$ cat src/rtl/lsu_pkg.sv
// Shared types for the load/store unit: access-size encodings, FSM states
// and the alignment rule. Sub-word support is gated by LSU_SUBWORD_EN.
package lsu_pkg;

    localparam logic [1:0] SZ_BYTE = 2'b00;
    localparam logic [1:0] SZ_HALF = 2'b01;
    localparam logic [1:0] SZ_WORD = 2'b10;
    localparam logic [1:0] SZ_RSVD = 2'b11;

    typedef enum logic [1:0] {
        IDLE   = 2'd0,
        ACCESS = 2'd1,
        DONE   = 2'd2
`ifdef LSU_SUBWORD_EN
        ,
        WRITE  = 2'd3
`endif
    } lsu_state_t;

    // True when the request must be rejected without touching memory.
    function automatic logic isMisaligned(input logic [1:0] size, input logic [1:0] addrLo);
        logic bad;
        case (size)
            SZ_WORD: bad = (addrLo != 2'b00);
`ifdef LSU_SUBWORD_EN
            SZ_HALF: bad = addrLo[0];
            SZ_BYTE: bad = 1'b0;
`endif
            default: bad = 1'b1;
        endcase
        return bad;
    endfunction

endpackage

$ cat src/rtl/lsu_align.sv
// Combinational lane logic: extracts and extends load data, and merges
// store data into the current memory word for sub-word stores.
module lsu_align
    import lsu_pkg::*;
(
    input  logic [1:0]  addrLo,
    input  logic [1:0]  size,
    input  logic        isSigned,
    input  logic [31:0] readData,
    input  logic [31:0] wdata,
    output logic [31:0] loadData,
    output logic [31:0] storeMerged
);

    logic [7:0]  byteSel;
    logic [15:0] halfSel;

    // Select the addressed lane(s), extend for loads, splice for stores.
    always_comb begin
        byteSel     = readData[{addrLo, 3'b000} +: 8];
        halfSel     = addrLo[1] ? readData[31:16] : readData[15:0];
        loadData    = readData;
        storeMerged = readData;
        case (size)
            SZ_BYTE: begin
                loadData = {{24{isSigned & byteSel[7]}}, byteSel};
                storeMerged[{addrLo, 3'b000} +: 8] = wdata[7:0];
            end
            SZ_HALF: begin
                loadData = {{16{isSigned & halfSel[15]}}, halfSel};
                if (addrLo[1]) begin
                    storeMerged[31:16] = wdata[15:0];
                end else begin
                    storeMerged[15:0] = wdata[15:0];
                end
            end
            default: begin
                storeMerged = wdata;
            end
        endcase
    end

endmodule

$ cat src/rtl/load_store_unit.sv
// Load/store unit: accepts one pipeline access at a time, performs it
// against a combinational-read data memory and returns a one-cycle response.
// Define LSU_SUBWORD_EN to enable byte/half accesses (read-modify-write
// stores via the WRITE state); otherwise only aligned words are legal.
module load_store_unit
    import lsu_pkg::*;
(
    input  logic        clk,
    input  logic        rst_n,
    input  logic        req_valid,
    output logic        req_ready,
    input  logic        req_we,
    input  logic [1:0]  req_size,
    input  logic        req_signed,
    input  logic [31:0] req_addr,
    input  logic [31:0] req_wdata,
    output logic        resp_valid,
    output logic [31:0] resp_rdata,
    output logic        resp_err,
    output logic [31:0] address,
    output logic [31:0] writeData,
    output logic        memWrite,
    output logic        memRead,
    input  logic [31:0] readData
);

    lsu_state_t  state;
    lsu_state_t  stateNext;

    logic        reqWe;
    logic [1:0]  reqSize;
    logic        reqSigned;
    logic [31:0] reqAddr;
    logic [31:0] reqWdata;

    logic        accept;
    logic        acceptBad;
    logic [31:0] loadData;
    logic [31:0] storeMerged;

    assign accept    = req_valid && (state == IDLE);
    assign acceptBad = isMisaligned(req_size, req_addr[1:0]);

    lsu_align u_align (
        .addrLo      (reqAddr[1:0]),
        .size        (reqSize),
        .isSigned    (reqSigned),
        .readData    (readData),
        .wdata       (reqWdata),
        .loadData    (loadData),
        .storeMerged (storeMerged)
    );

`ifdef LSU_SUBWORD_EN
    logic [31:0] mergedQ;
`else
    logic        unusedMerge;
    assign unusedMerge = ^storeMerged;
`endif

    // State register; reset aborts any in-flight access immediately.
    always_ff @(posedge clk or negedge rst_n) begin
        if (!rst_n) begin
            state <= IDLE;
        end else begin
            state <= stateNext;
        end
    end

    // Next state and memory/handshake outputs, all derived from the state.
    always_comb begin
        stateNext  = state;
        req_ready  = 1'b0;
        resp_valid = 1'b0;
        address    = '0;
        writeData  = '0;
        memRead    = 1'b0;
        memWrite   = 1'b0;
        case (state)
            IDLE: begin
                req_ready = 1'b1;
                if (req_valid) begin
                    stateNext = acceptBad ? DONE : ACCESS;
                end
            end
            ACCESS: begin
                address   = {reqAddr[31:2], 2'b00};
                memRead   = 1'b1;
                stateNext = DONE;
                if (reqWe && (reqSize == SZ_WORD)) begin
                    memWrite  = 1'b1;
                    writeData = reqWdata;
                end
`ifdef LSU_SUBWORD_EN
                else if (reqWe) begin
                    stateNext = WRITE;
                end
`endif
            end
`ifdef LSU_SUBWORD_EN
            WRITE: begin
                address   = {reqAddr[31:2], 2'b00};
                memWrite  = 1'b1;
                writeData = mergedQ;
                stateNext = DONE;
            end
`endif
            DONE: begin
                resp_valid = 1'b1;
                stateNext  = IDLE;
            end
            default: begin
                stateNext = IDLE;
            end
        endcase
    end

    // Request capture at accept, load result and merged store word in ACCESS.
    always_ff @(posedge clk or negedge rst_n) begin
        if (!rst_n) begin
            reqWe      <= 1'b0;
            reqSize    <= SZ_WORD;
            reqSigned  <= 1'b0;
            reqAddr    <= '0;
            reqWdata   <= '0;
            resp_rdata <= '0;
            resp_err   <= 1'b0;
`ifdef LSU_SUBWORD_EN
            mergedQ    <= '0;
`endif
        end else if (accept) begin
            reqWe      <= req_we;
            reqSize    <= req_size;
            reqSigned  <= req_signed;
            reqAddr    <= req_addr;
            reqWdata   <= req_wdata;
            resp_rdata <= '0;
            resp_err   <= acceptBad;
        end else if (state == ACCESS) begin
            if (!reqWe) begin
                resp_rdata <= loadData;
            end
`ifdef LSU_SUBWORD_EN
            else begin
                mergedQ <= storeMerged;
            end
`endif
        end
    end

endmodule

$ cat config.mk
export PLATFORM = sky130hd
export DESIGN_NAME = load_store_unit
export DESIGN_NICKNAME = d
export VERILOG_FILES = /design/src/rtl/lsu_pkg.sv /design/src/rtl/lsu_align.sv /design/src/rtl/load_store_unit.sv
export SDC_FILE = /design/constraint.sdc
export NUM_CORES = 1
export LEC_CHECK = 0
export ABC_AREA = 1
export BUFFER_PORTS_ARGS = -buffer_cell sky130_fd_sc_hd__buf_2
export CAP_MARGIN = 10
export CORE_UTILIZATION = 55
export DETAILED_ROUTE_END_ITERATION = 6
export GPL_TIMING_DRIVEN = 0
export HOLD_SLACK_MARGIN = 0.1
export MAX_ROUTING_LAYER = met4
export PLACE_DENSITY = 0.86
export RECOVER_POWER = 50
export SYNTH_ARGS = -nofsm -noshare
export SYNTH_HDL_FRONTEND = slang
export SYNTH_HIERARCHICAL = 1
export SYNTH_SLANG_ARGS = --single-unit
$ cat constraint.sdc
create_clock -name clk -period 3 [get_ports clk]
set_input_delay 0.15 -clock clk [delete_from_list [all_inputs] [get_ports clk]]
set_output_delay 0.15 -clock clk [all_outputs]
set_load 0.02 [all_outputs]
After elaboration in Yosys (flattened, before gate mapping)
Index checks and enable logic that the tools add are counted.

Register bits after elaboration: 103. Input bits: 103. Output and inout port bits: 101. Logic and storage cells: 42.

Equality and inequality tests: 7. Shifts and indexed selects: 1. Muxes and demuxes: 17. Bitwise operators: 2. Reduce and logical (&&, ||, !) cells: 7.

Operators with widths (count): 2-to-1 mux 32 bit (6); case mux 32 bit (2 select lines) (1); indexed part select 32 x 6 -> 8 bit (1); 2-to-1 mux 16 bit (1); equality test 2 bit (second input constant) (3); 2-to-1 mux 1 bit (6); equality test 2 x 1 -> 1 bit (second input constant) (2); zero test 2 bit (2); 2-to-1 mux 2 bit (2); case mux 2 bit (2 select lines) (1); nonzero test 2 bit (2); AND 1 bit (2); logical AND 1 bit (2); inequality test 2 x 1 -> 1 bit (second input constant) (1); inequality test 2 bit (second input constant) (1); AND reduction 2 bit (1).

Depth between registers and ports, before layout
Gate-level depths: netlist (run 1).

Depth in word-level cells: 6. Mapped depth: 11. Depth with buffers taken out: 9.

By module
The synthesis (run 1) kept the hierarchy.

Modules (own cells, without submodules): load_store_unit (times used 1, cells an instance 522, area an instance 4359.2 um^2, seq. area each 2578.7 um^2); lsu_align (times used 1, cells an instance 401, area an instance 1805.5 um^2, seq. area each 0.0 um^2).

Worst setup path after synthesis (run 1)
OpenSTA, ideal clock, no wires.

Kind: register to output. Start point: reg state[1]. End point: out writeData[22]. Arrival time: 1.382 ns. Required time: 2.850 ns. Setup slack: 1.468 ns. Cell stages (with the launch flop): 7. Buffers on the path: 1. Path through: dfrtp_1 inv_1 nand2_1 inv_2 nand3_1 buf_2 nor2_1.

Longest elaborated chain between the ends: 2.

RTL lines: start, declared (RTL line load_store_unit.sv:27) `lsu_state_t state;`; start signal, assigned (RTL line load_store_unit.sv:66) `state <= stateNext;`; equality test 2 x 1 -> 1 bit (RTL line load_store_unit.sv:79) `case (state)`; 2-to-1 mux 32 bit (RTL line load_store_unit.sv:79); end, declared (RTL line load_store_unit.sv:21) `output logic [31:0] writeData,`.

No other way between the ends.

Final worst setup path (run 1)
Start point: reg state[1]. End point: out writeData[20].

The elaborated chain is that of the path after synthesis.

==> results.md, run 1 <==
- Leak: 0.00399 µW
- F_max: 422 MHz
- Initial detailed-routing violation count: 388
- Total grt overflow: 0
- Clock root buffer: clkbuf_8
- Number of hold buffers added after CTS: 69
- Maxcap violations: 1
- Drt total wl: 19.1 mm
- CP required: 2850 ps
- Crit-path leading delay family: buffers and inverters
- Pin slew with the least headroom to its limit: 1630 ps
- Hold crit path type: input port to flop
- First-pass GRT wire length: 29.7 mm
- PwrDens: 474 nW/µm²
- Clk slew on worst S/H paths: 100 ps
- Row count: 34
- # IOs: 204
- Nets: 1068
- Data arrival, critical path: 2220 ps
- Port buffer count: 201
- Initial Utilization: 57.8%
- Final hold violations: 0
- CP Depth: 7
- Die width: 98.5 µm
- Vias in the first global route: 5982
- Layout cells sized above 1: 22.2%
- Max incr delay on CP: 390 ps
- Largest net degree at the start of global routing: 78
- WS Path Type: flop to output pin
- Commonest non-fill, non-tap cell in the layout: nand2_1
- Final ANT Viol Nets: 0
- CP max FO: 10
- Placed Instances: 993
- Drt pass-1 iters: 7
- Failing checks: design-rule violations, max-capacitance violations, max-slew violations
- Max Clock Skew: 12.2 ps
- Routability congestion estimate: 0.929
- Fin Setup TNS: 0 ps
- CP Capture Type: output pin
- Overall Global Routing Usage: 41.2%
- Worst Hold Depth: 5
- Slowest CP cell: dfrtp_1
- Cell Count, Final, Fillers Out: 1080
- R2r worst-path depth: 7
- Syn Inst Count: 682
- Cts repair resizes: 0
- Synthesis-to-finish area growth: 39.4%
- Longest Clk Path Bufs: 2
- Residual DRC count: 15
- Clk_lat worst skew: 360 ps
- Final slew viol count: 27
- Most frequent cells in the layout: 222 x nand2_1, 180 x buf_2, 102 x dfrtp_1
- Core region area: 8850 µm²
- CP startpoint kind: flop
- Post-CTS setup buffers: 0
- CTS buffer count: 9
- Final period util: 78.9%
- Worst R2R Setup Slack: 910 ps
- Synth warn: 6
- Syn avg cell area: 7.50 µm²
- Vias per inst: 5.43
- Peak VDD IR: 0.000315 V
- # setup viols final: 0
- Cells along the critical path: inv_1 > nand2_1 > inv_1 > nand3_1 > buf_2 > nor2_1 > buf_2
- H-tree Lvls: 3
- Period minus WS final: 2370 ps
- HPWL after DPL: 11.3 mm
- WL/cell: 17.7 µm
- Die height: 98.5 µm
- Slew HR: -8.69%
- RSZ-0062 raised after global routing: false
- Vias: 5866
- Overall die area: 9690 µm²
- TritonCTS clock tree: built
- Worst path bufs/invs: 4
- Sink Count: 103
- Status: complete, but fails checks
- Initial antenna violation count: 2
- Synthesized area: 5120 µm²
-- worst register-to-register path: cells and delay by family (launching register included) --
family / cells / cell delay [ps]
buffers and inverters: 3 / 990
flip-flops: 1 / 460
AND/OR/NAND/NOR: 3 / 370
AO/OA/AOI/OAI: 1 / 170
-- stage by stage --
| stage | hold slack [ps] | cell area (µm²) | util (%) | worst slack [ps] | total power, µW |
|---|---|---|---|---|---|
| 2_1_floorplan | -146 | 5120 | - | 1470 | 2080 |
| 3_3_place_gp | 351 | 6260 | 70.8 | 768 | 2310 |
| 3_5_place_dp | 96.1 | 6290 | 71.1 | 1170 | 2340 |
| 4_1_cts | 151 | 7190 | 81.2 | 769 | 3310 |
| 5_1_grt | 218 | 7130 | 80.6 | 478 | 3520 |
| 6_report | 164 | 7130 | 80.6 | 632 | 3380 |
-- state kept, by name, indices dropped and copies added (netlist names) --
signal      count
reqAddr        32
reqWdata       32
resp_rdata     32
reqSize         2
state           2
reqSigned       1
reqWe           1
resp_err        1
-- worst paths after layout --
| path | to | start |
|---|---|---|
| max | writeData[20] | state[1] |
| min | state[1] | req_valid |
| max reg2reg | reqAddr[4] | state[0] |
| min reg2reg | resp_rdata[3] | resp_rdata[3] |
| max in group asynchronous | reqSize[1] | rst_n |
| min in group asynchronous | reqAddr[11] | rst_n |
-- metal layers --
layer	wire length, µm	global-route usage, %	up-vias
met4	1110	24.7	0
met5	0	-	-
met2	9470	68.3	354
met3	1420	8.72	106
li1	-	-	2676
met1	7120	46.2	2730
-- final cells by class --
class	instances	area [µm²]
clock inverters	5	63.8
fillers	565	1720
multi-input cells	450	1980
inverters	81	304
plain buffers	49	243
flip-flops and latches	103	2580
diodes	2	5.00
well taps	108	135
clock buffers	11	141
repair buffers	271	1680
-- report_power, final --
group | internal [µW] | switching, µW
sequential | 1540 | 72.1
clock | 419 | 508
combinational | 306 | 540
No activity file was read; power rests on OpenSTA's default activity.
==> inputs of run 2 (changes only) <==
- ABC_AREA: 1 -> 0
- CORE_UTILIZATION: 55 -> 51
- PLACE_DENSITY: 0.86 -> 0.81
- clock period: 3 -> 2.3 ns (I/O delays scaled with it)
==> results.md, run 2 <==
- # IOs: 204 (unchanged)
- Final hold violations: 0 (unchanged)
- Drt pass-1 iters: 6 (-1)
- Leak: 0.00346 µW (-13%)
- Drt total wl: 15.0 mm (-21%)
- CP required: 2180 ps (-670 ps)
- Nets: 879 (-18%)
- Min-delay src: readData[19]
- CP max FO: 10 (unchanged)
- Total grt overflow: 0 (unchanged)
- WL/cell: 16.4 µm (-7.2%)
- Worst R2R Setup Slack: 250 ps (-660 ps)
- Fill cells: 725 (+28%)
- Synthesis-to-finish area growth: 40.3%
- Max Clock Skew: 17.2 ps (+4.99 ps)
- Longest Clk Path Bufs: 2 (unchanged)
- Pin slew with the least headroom to its limit: 1730 ps (+98.9 ps)
- Status: complete, but fails checks
- Maxcap violations: 1 (unchanged)
- Initial Utilization: 52.4% (-5.5 points)
- Synthesized area: 5090 µm² (-0.44%)
- TritonCTS clock tree: built
- Hold Path End: resp_rdata[19]
- Data arrival, critical path: 2010 ps (-210 ps)
- Initial detailed-routing violation count: 155 (-60%)
- Final ANT Viol Nets: 0 (unchanged)
- Layout cells sized above 1: 29.1% (+6.9 points)
- R2r worst-path depth: 5 (-2)
- RSZ-0062 raised after global routing: false
- CTS buffer count: 9 (unchanged)
- Largest regs: reqAddr (32), reqWdata (32), resp_rdata (32)
- Port buffer count: 201 (unchanged)
- Worst Hold Depth: 5 (unchanged)
- Multi-input gate area: 2260 µm² (+14%)
- Die width: 102 µm (+3.5%)
- Failing checks: design-rule violations, max-capacitance violations, max-slew violations
- Core region area: 9730 µm² (+10%)
- Final Instance Area: 7150 µm² (+0.25%)
- PwrDens: 588 nW/µm² (+24%)
- Routability congestion estimate: 0.941 (+1.2%)
- Sink Count: 103 (unchanged)
- Commonest non-fill, non-tap cell in the layout: buf_2
- Residual DRC count: 2 (-13)
- Fin Setup TNS: 0 ps (unchanged)
- Largest net degree at the start of global routing: 74 (-5.1%)
- F_max: 471 MHz
- Final period util: 92.3%
- Initial antenna violation count: 0 (-2)
- Final slew viol count: 31 (+15%)
- Vias in the first global route: 4815 (-20%)
- Clk slew on worst S/H paths: 100 ps (about the same)
- Slew HR: -15.3% (-6.6 points)
- CP startpoint kind: flop
- FF+latch area: 2580 µm² (unchanged)
- Reg-to-Reg Start: state[1]
- # setup viols final: 0 (unchanged)
- Hold crit path type: input port to flop
- Die height: 102 µm (+3.5%)
- Syn avg cell area: 10.4 µm² (+39%)
- H-tree Lvls: 3 (unchanged)
- Syn Inst Count: 489 (-28%)
- WS Path Type: flop to output pin
- Period minus WS final: 2120 ps
- Post-CTS setup buffers: 0 (unchanged)
- Placed instance area: 6300 µm² (+0.14%)
- CP Capture Type: output pin
- Peak VDD IR: 0.000426 V (+35%)
- Vias per inst: 5.15 (-5.2%)
- Clk_lat worst skew: 360 ps (about the same)
- Hold slack: 123 ps (-40.5 ps)
- Most frequent cells in the layout: 176 x buf_2, 102 x nand2_1, 102 x dfrtp_1
- Vias: 4712 (-20%)
- RR Endpoint: reqWdata[2]
- Clock root buffer: clkbuf_8
- HPWL after DPL: 9.79 mm (-13%)
- Overall Global Routing Usage: 30.1% (-11 points)
- Overall die area: 10400 µm² (+7.2%)
- Synth warn: 6 (unchanged)
- Row count: 36 (+5.9%)
- First-pass GRT wire length: 23.2 mm (-22%)
==> run 2: layout make-up <==
cell class | instances | area share (%)
Sequential cell | 103 | 36.1
Multi-Input combinational cell | 343 | 31.6
Timing Repair Buffer | 275 | 24.0
Buffer | 41 | 3.22
Tap cell | 133 | 2.33
Clock buffer | 11 | 1.98
Clock inverter | 5 | 0.578
Inverter | 3 | 0.158
Antenna cell | 1 | 0.0350
==> run 2: what timing repair did <==
action                                 4_1_cts  5_1_grt
resized for setup                            0        2
endpoints found under the hold margin      103        0
hold buffers                                73        0
setup endpoints to repair                    0       29
==> run 2: worst max path at each step <==
stage / start / cells past startpoint / slack, ps / to
floorplan: state[1] / 5 / 600 / resp_err
global placement: rst_n / 1 / 90 / reqAddr[27]
detailed placement: state[1] / 5 / 430 / writeData[7]
CTS: state[1] / 5 / 20 / writeData[7]
global route: state[0] / 5 / 60 / writeData[10]
finish: state[0] / 5 / 180 / writeData[10]
==> run 2: report_power, final <==
group          internal [µW]  switching, µW
sequential              2020            113
combinational            476            498
clock                    437            658
==> run 2: metrics by stage <==
stage / instances / utilization [%] / worst slack, ps / power (µW)
6_report: 915 / 73.5 / 178 / 4200
5_1_grt: 914 / 73.5 / 58.8 / 4420
4_1_cts: 914 / 74.2 / 23.4 / 4190
3_5_place_dp: 825 / 64.8 / 433 / 3020
3_3_place_gp: 824 / 64.5 / 93.1 / 2970
2_1_floorplan: 490 / - / 597 / 2710
==> run 2: critical path: stages (launching register included) <==
cell	delay, ps
dfrtp_1	440
nor2b_2	300
and4b_2	340
clkbuf_2	230
and2_1	160
buf_2	170
==> run 2: layer usage <==
layer  wire length, µm  part of all wire [%]  global-route usage, %
met3               825                   5.5                   5.06
met2              7820                    52                   52.2
met1              5880                    39                   34.4
met5                 0                     0                      -
met4               503                   3.3                   13.3
